### src/rtl/huc_timer_pkg.sv
// Shared constants for the HuC6280 interval timer: register offsets, widths and defaults.
package huc_timer_pkg;

  localparam int unsigned PRESCALE_DEF = 1024;
  localparam int unsigned CNT_W        = 7;

  localparam logic TMR_OFS_COUNT = 1'b0;
  localparam logic TMR_OFS_CTRL  = 1'b1;

  localparam int unsigned TMR_CTRL_EN = 0;

endpackage

### src/rtl/huc_timer_prescaler.sv
// Modulo-PRESCALE cycle counter with sync clear and enable; tick strobes on the wrap cycle.
module huc_timer_prescaler #(
  parameter int unsigned PRESCALE = 1024,
  parameter int unsigned PS_W     = 10
) (
  input  logic clk,
  input  logic reset,
  input  logic clr,
  input  logic en,
  output logic tick
);

  localparam logic [PS_W-1:0] PsLast = PS_W'(PRESCALE - 1);

  logic [PS_W-1:0] ps_q, ps_d;

  // Clear has priority so a restart never coincides with a tick.
  always_comb begin
    ps_d = ps_q;
    tick = 1'b0;
    if (clr) begin
      ps_d = '0;
    end else if (en) begin
      if (ps_q == PsLast) begin
        ps_d = '0;
        tick = 1'b1;
      end else begin
        ps_d = ps_q + PS_W'(1);
      end
    end
  end

  always_ff @(posedge clk or posedge reset) begin
    if (reset) begin
      ps_q <= '0;
    end else begin
      ps_q <= ps_d;
    end
  end

endmodule

### src/rtl/huc_timer.sv
// HuC6280 interval timer: 7-bit prescaled down-counter raising level TIQ on underflow.
// Define HUC_TIMER_ACK_ON_READ_EN to also clear the pending IRQ on a counter read.
module huc_timer
  import huc_timer_pkg::*;
#(
  parameter int unsigned PRESCALE = PRESCALE_DEF,
  parameter int unsigned PS_W     = 10
) (
  input  logic       clk,
  input  logic       reset,
  input  logic       CET_n,
  input  logic       RE,
  input  logic       WE,
  input  logic       RDY,
  input  logic       addr0,
  input  logic [7:0] d_in,
  input  logic       irq_ack,
  output logic [7:0] d_out,
  output logic       TIQ
);

  logic [CNT_W-1:0] reload_q, reload_d;
  logic [CNT_W-1:0] cnt_q, cnt_d;
  logic             en_q, en_d;
  logic             irq_q, irq_d;

  logic wr, wr_cnt, wr_ctrl, restart, tick, underflow, irq_clr;
  logic unused_d_in;

  assign unused_d_in = d_in[7];

  assign wr      = ~CET_n & WE & RDY;
  assign wr_cnt  = wr & (addr0 == TMR_OFS_COUNT);
  assign wr_ctrl = wr & (addr0 == TMR_OFS_CTRL);
  assign restart = wr_ctrl & d_in[TMR_CTRL_EN] & ~en_q;

  huc_timer_prescaler #(
    .PRESCALE (PRESCALE),
    .PS_W     (PS_W)
  ) u_prescaler (
    .clk   (clk),
    .reset (reset),
    .clr   (restart),
    .en    (en_q),
    .tick  (tick)
  );

  assign underflow = tick & (cnt_q == '0);

`ifdef HUC_TIMER_ACK_ON_READ_EN
  assign irq_clr = irq_ack | (~CET_n & RE & RDY & (addr0 == TMR_OFS_COUNT));
`else
  assign irq_clr = irq_ack;
`endif

  // Underflow uses the pre-edge reload value, so a coincident reload write applies next time.
  always_comb begin
    reload_d = wr_cnt ? d_in[CNT_W-1:0] : reload_q;
    en_d     = wr_ctrl ? d_in[TMR_CTRL_EN] : en_q;
    cnt_d    = cnt_q;
    if (restart) begin
      cnt_d = reload_q;
    end else if (tick) begin
      cnt_d = underflow ? reload_q : cnt_q - CNT_W'(1);
    end
    irq_d = underflow | (irq_q & ~irq_clr);
  end

  always_ff @(posedge clk or posedge reset) begin
    if (reset) begin
      reload_q <= '0;
      cnt_q    <= '0;
      en_q     <= 1'b0;
      irq_q    <= 1'b0;
    end else begin
      reload_q <= reload_d;
      cnt_q    <= cnt_d;
      en_q     <= en_d;
      irq_q    <= irq_d;
    end
  end

  assign TIQ = irq_q;

  always_comb begin
    d_out = 8'h00;
    if (~CET_n & RE) begin
      if (addr0 == TMR_OFS_COUNT) begin
        d_out = {1'b0, cnt_q};
      end else begin
        d_out = {7'b0, en_q};
      end
    end
  end

endmodule

### config.mk
export PLATFORM = sky130hd
export DESIGN_NAME = huc_timer
export DESIGN_NICKNAME = d
export VERILOG_FILES = /design/src/rtl/huc_timer_pkg.sv /design/src/rtl/huc_timer_prescaler.sv /design/src/rtl/huc_timer.sv
export SDC_FILE = /design/constraint.sdc
export NUM_CORES = 1
export LEC_CHECK = 0
export ABC_AREA = 1
export CAP_MARGIN = 5
export CORE_ASPECT_RATIO = 1.75
export CORE_UTILIZATION = 40
export DETAILED_ROUTE_END_ITERATION = 8
export PLACE_DENSITY = 0.66
export SETUP_SLACK_MARGIN = 0.02
export SLEW_MARGIN = 40
export SYNTH_ARGS = -nofsm -noshare
export SYNTH_HDL_FRONTEND = slang
export SYNTH_SLANG_ARGS = --single-unit
### constraint.sdc
create_clock -name clk -period 2 [get_ports clk]
set_clock_uncertainty 0.05 [all_clocks]
set_input_delay 0.4 -clock clk [delete_from_list [all_inputs] [get_ports clk]]
set_output_delay 0.4 -clock clk [all_outputs]
set_load 0.01 [all_outputs]
Word-level counts from Yosys, hierarchy flattened:

Cells that the tools add are included.

* register bits: 26
* input bits: 16
* output and inout port bits: 9
* word-level logic and storage cells: 36

* add/sub/neg operators: 2
* equality and inequality tests: 1
* multiplexer cells: 11
* bitwise gates (word level): 14
* reduce and logical (&&, ||, !) cells: 3

Operators with widths (number)
* $mux W7: 5
* $mux W10: 3
* $add A10 B1 Y10 const B: 1
* $eq A10 B10 Y1 const B: 1
* $and A1 B1 Y1: 9
* $logic_not A7 Y1: 1
* $sub A7 B1 Y7 const B: 1
* $not A1 Y1: 4
* $reduce_bool A2 Y1: 2
* $mux W1: 3
* $or A1 B1 Y1: 1

Longest topological paths before layout:

* depth after elaboration: 11
* gate-level depth with buffers: 12

Hierarchy:

From an unflattened synthesis, not the netlist that was laid out.

* cell total of the unflattened synthesis: 198
* area total of the unflattened synthesis: 1521.5 µm²

By module, submodules not included
* huc_timer: times used 1, cells an instance 127, area each 949.7 µm², seq. area each 400.4 µm²
* huc_timer_prescaler: times used 1, cells an instance 71, area each 571.8 µm², seq. area each 250.2 µm²

Least setup slack after synthesis:

OpenSTA, ideal clock, no wires.

* path kind: reg-to-reg
* from: register cnt_q[0]
* to: register cnt_q[0]
* library setup time: 0.117 ns
* arrival: 1.392 ns
* required time: 1.833 ns
* setup slack: 0.440 ns
* stages on the path, launching flop included: 10
* clock period less this slack: 1.560 ns
* cells stage by stage: dfrtp_1 inv_1 ha_1 nand3_1 nor2_1 nand3_2 nand2_2 nand2_1 nand3_1 nand2_1

* word-level cells in the longest chain between the ends: 5
* elaborated cells between the ends (all ways): 6
* those cells by class: add/sub: 1; mux: 3; bitwise: 1; reduce/logical: 1

Ends and longest elaborated chain
* start, declared: line huc_timer.sv:23 `logic [CNT_W-1:0] cnt_q, cnt_d;`
* start signal, assigned: line huc_timer.sv:77 `cnt_q <= cnt_d;`
* branches (longest 2 deep; another with $sub A7 B1 Y7)
* $mux W7 (*): line huc_timer.sv:64 `cnt_d = underflow ? reload_q : cnt_q - CNT_W'(1);`
* $mux W7 (*): line huc_timer.sv:63 `end else if (tick) begin`
* $mux W7 (*): line huc_timer.sv:61 `if (restart) begin`

Every way passes the cells marked *. The select of a mux whose other input is x is not followed.
A chain may end at the register's enable or synchronous reset.

Final worst setup path:

* from: input port RE
* to: output port d_out[0]

* word-level cells in the longest chain between the ends: 2

Ends and longest elaborated chain
* start, declared: line huc_timer.sv:12 `input logic RE,`
* $and A1 B1 Y1: line huc_timer.sv:87 `if (~CET_n & RE) begin`
* $mux W7: line huc_timer.sv:87
* end, declared: line huc_timer.sv:18 `output logic [7:0] d_out,`

Every way passes these cells.

==> results.py <==
metrics = {
    "clock_tree": {
        "cts-buffers-inserted": 3,
        "clkLatencyLatePin_ns": 0.28,
        "clk_pin_slew_ns": 0.09,
        "htreeDepth": 1,
        "postCtsSetupRepairBufs": 0,
        "cts_tree": "built",
        "clockBufferDepth": 2,
        "root_buffer": "clkbuf_8",
        "hold_buffers": 0,
        "clkSinkCount": 26,
    },
    "global_route": {
        "grt_pass1_wl_mm": 5.582,
        "grt_max_degree": 27,
        "grt-ovfl-total": 0,
        "first_global_vias": 1297,
        "track_usage": 0.2015,
        "grt_antenna_before_repair": 0,
    },
    "synthesis": {
        "synth_ff_type": "dfrtp_1",
        "synth_edf_count": 0,
        "synth_common_cells": "nand2_1, inv_1, dfrtp_1, nand3_1, nor2_1",
        "async_reset_ff_frac": 1.000,
        "netlist_instances": 197,
        "ys_top_cells_by_area": "dfrtp_1, nand2_1, nand3_1",
        "yosysUniqueCellTypes": 30,
        "synth_top_area_share": 0.4388,
        "synth_area_per_cell_um2": 7.526,
        "synth_fp_nets": 215,
        "seq_area_frac_synth": 0.4388,
        "yosysWarningCount": 0,
        "yosys_register_bits": 26,
        "synth_most_common_cell": "nand2_1",
        "yosysTopAreaCell": "dfrtp_1",
        "syn_area_um2": 1483,
    },
    "timing": {
        "period_share": 0.9201,
        "setup_violations": 0,
        "hold_slack_ns": 0.4082,
        "fmax_mhz": 543.4,
        "hold_viol": 0,
        "maxSlewViolCount": 0,
        "rsz0062_at_grt": "no",
        "finalCriticalPeriod_ns": 1.840,
        "tns_ns": 0,
    },
    "cells_and_area": {
        "drive_above_1_share": 0.1410,
        "syn_to_final_growth_pct": 23.88,
        "n_fill_cell": 347,
        "final_cell_area_um2": 1837,
        "n_antenna_cell": 0,
        "fin_nets": 246,
    },
    "floorplan": {
        "core_um2": 3468,
        "io_pins": 25,
        "initial_core_util": 0.4275,
        "num_rows": 28,
        "die_x_um": 48.02,
        "die_area_um2": 3964,
        "dieHeight_um": 82.54,
    },
    "worst_setup_path": {
        "crit_chain": "clkdlybuf4s50_1, inv_1, nor2_2, o21ai_0, a21oi_1, clkbuf_2",
        "critPathArrivalTime_ns": 1.39,
        "worst_setup_path_start_kind": "input pin",
        "endpoint_kind": "output port",
        "cpPeakStageDelay_ns": 0.46,
        "worst_path_max_delay_cell": "clkdlybuf4s50_1",
        "criticalPathCategory": "input pin to output port",
        "critPathMaxFanout": 2,
        "cp.required_ns": 1.55,
    },
    "drt": {
        "detail_route.wl_per_cell_um": 11.74,
        "viasPerCell": 4.835,
        "via_count": 1315,
        "ant_nets": 0,
        "first_pass_iters": 4,
        "drt_iter0_drc": 28,
        "drc": 0,
        "wl_mm": 3.194,
    },
    "job": {
        "cap_violations": 0,
    },
    "placed_design": {
        "dpl_cell_area_um2": 1795,
        "gp_congestion": 0.8677,
        "port_buffers": 22,
        "place_hpwl_mm": 2.498,
    },
    "pwr": {
        "power.density_nw_per_um2": 1097,
        "vdd_drop_max_v": 0.0005696,
        "leakagePower_nw": 0.9235,
    },
    "outcome": {
        "status": "finished clean",
    },
    "hold_path": {
        "hp-class": "input pin to asynchronous set/reset pin",
    },
}
==> critical path: cells and delay by family <==
kind | cells | cell delay, ns
simple gates | 1 | 0.11
compound gates | 2 | 0.22
buf+inv | 3 | 0.66
==> cell families (layout without fill, tap and decap cells) <==
kind of cell,count (synthesis),in the layout,synth area share
DFF,26,26,0.4388
other,1,1,0.002529
and+or+nand+nor,99,99,0.3097
AOI/OAI and AO/OA,28,28,0.1046
xor gates and xnor gates,5,5,0.02954
adders and majority gates,2,2,0.01687
buffers and inverters,36,66,0.09788
==> worst paths after layout <==
path / end / cells after the start / startpoint / slack [ns]
min: u_prescaler.ps_q[2] / 3 / reset / 0.41
max reg2reg: cnt_q[5] / 9 / cnt_q[0] / 0.22
min reg2reg: reload_q[0] / 2 / reload_q[0] / 0.46
min in group clk: reload_q[0] / 2 / reload_q[0] / 0.46
max: d_out[0] / 6 / RE / 0.16
max in group asynchronous: reload_q[3] / 3 / reset / 1.24
==> metrics by stage <==
stage / std cells / total power, mW / setup slack (ns) / util
detailed placement: 268 / 1.595 / -0.3064 / 0.5177
CTS: 272 / 2.036 / 0.03644 / 0.5372
global route: 272 / 2.177 / 0.05552 / 0.5296
finish: 272 / 2.015 / 0.1598 / 0.5296
floorplan: 197 / 1.383 / 0.4404 / -
global placement: 268 / 1.593 / -0.2989 / 0.5177
==> placed cells by master (no fill, tap or decap) <==
cell type | Yosys | final
ha_1 | 2 | 2
clkbuf_8 | 0 | 3
nand2_4 | 2 | 2
clkbuf_2 | 0 | 7
or2_2 | 1 | 1
dfrtp_1 | 26 | 26
o211ai_1 | 1 | 1
a22o_1 | 1 | 1
nand3_2 | 1 | 1
nor2_2 | 1 | 2
a21oi_1 | 9 | 9
conb_1 | 1 | 1
xnor2_1 | 2 | 2
a31oi_1 | 1 | 1
nand2_2 | 3 | 4
o21ai_0 | 12 | 12
nor2_1 | 19 | 18
clkdlybuf4s50_1 | 0 | 15
xor2_1 | 3 | 3
nand2_1 | 43 | 42
nor2_4 | 2 | 2
o22ai_1 | 2 | 2
o21bai_1 | 1 | 1
inv_1 | 31 | 31
nand4_1 | 2 | 2
bufinv_16 | 0 | 1
nand3b_1 | 1 | 1
buf_4 | 1 | 7
inv_2 | 1 | 1
nand3_1 | 24 | 24
o31ai_1 | 1 | 1
clkinv_4 | 1 | 1
==> final cells by class <==
class	count	area, µm²	area share
repair buffers	29	237.7	0.1294
clock buffers	3	41.29	0.02248
clock inverters	1	30.03	0.01635
multi-input cells	135	691.9	0.3767
inverters	33	128.9	0.07016
flip-flops and latches	26	650.6	0.3542
well taps	45	56.30	0.03065
==> sequential cells by signal (all words and copies together), names as in the netlist <==
| name | count |
|---|---|
| cnt_q | 7 |
| reload_q | 7 |
| en_q | 1 |
| u_prescaler.ps_q | 10 |
| TIQ | 1 |
==> what timing repair did <==
item | 4_1_cts | 5_1_grt
endpoints found under the setup margin | 7 | 7
resized for setup | 9 | 14
hold endpoints to repair | 0 | 0
pin swaps | 1 | 0
==> metal layers <==
| metal | track usage | wire length, µm |
|---|---|---|
| met1 | 0.2147 | 1235 |
| met2 | 0.3716 | 1817 |
| met3 | 0.02174 | 84 |
| met5 | 0 | 0 |
| met4 | 0.08889 | 57 |
==> power breakdown <==
group          switching [mW]  internal [mW]
logic                   0.426          0.323
registers               0.135          0.692
clock network           0.170          0.268
No activity file was read; power rests on OpenSTA's default activity.
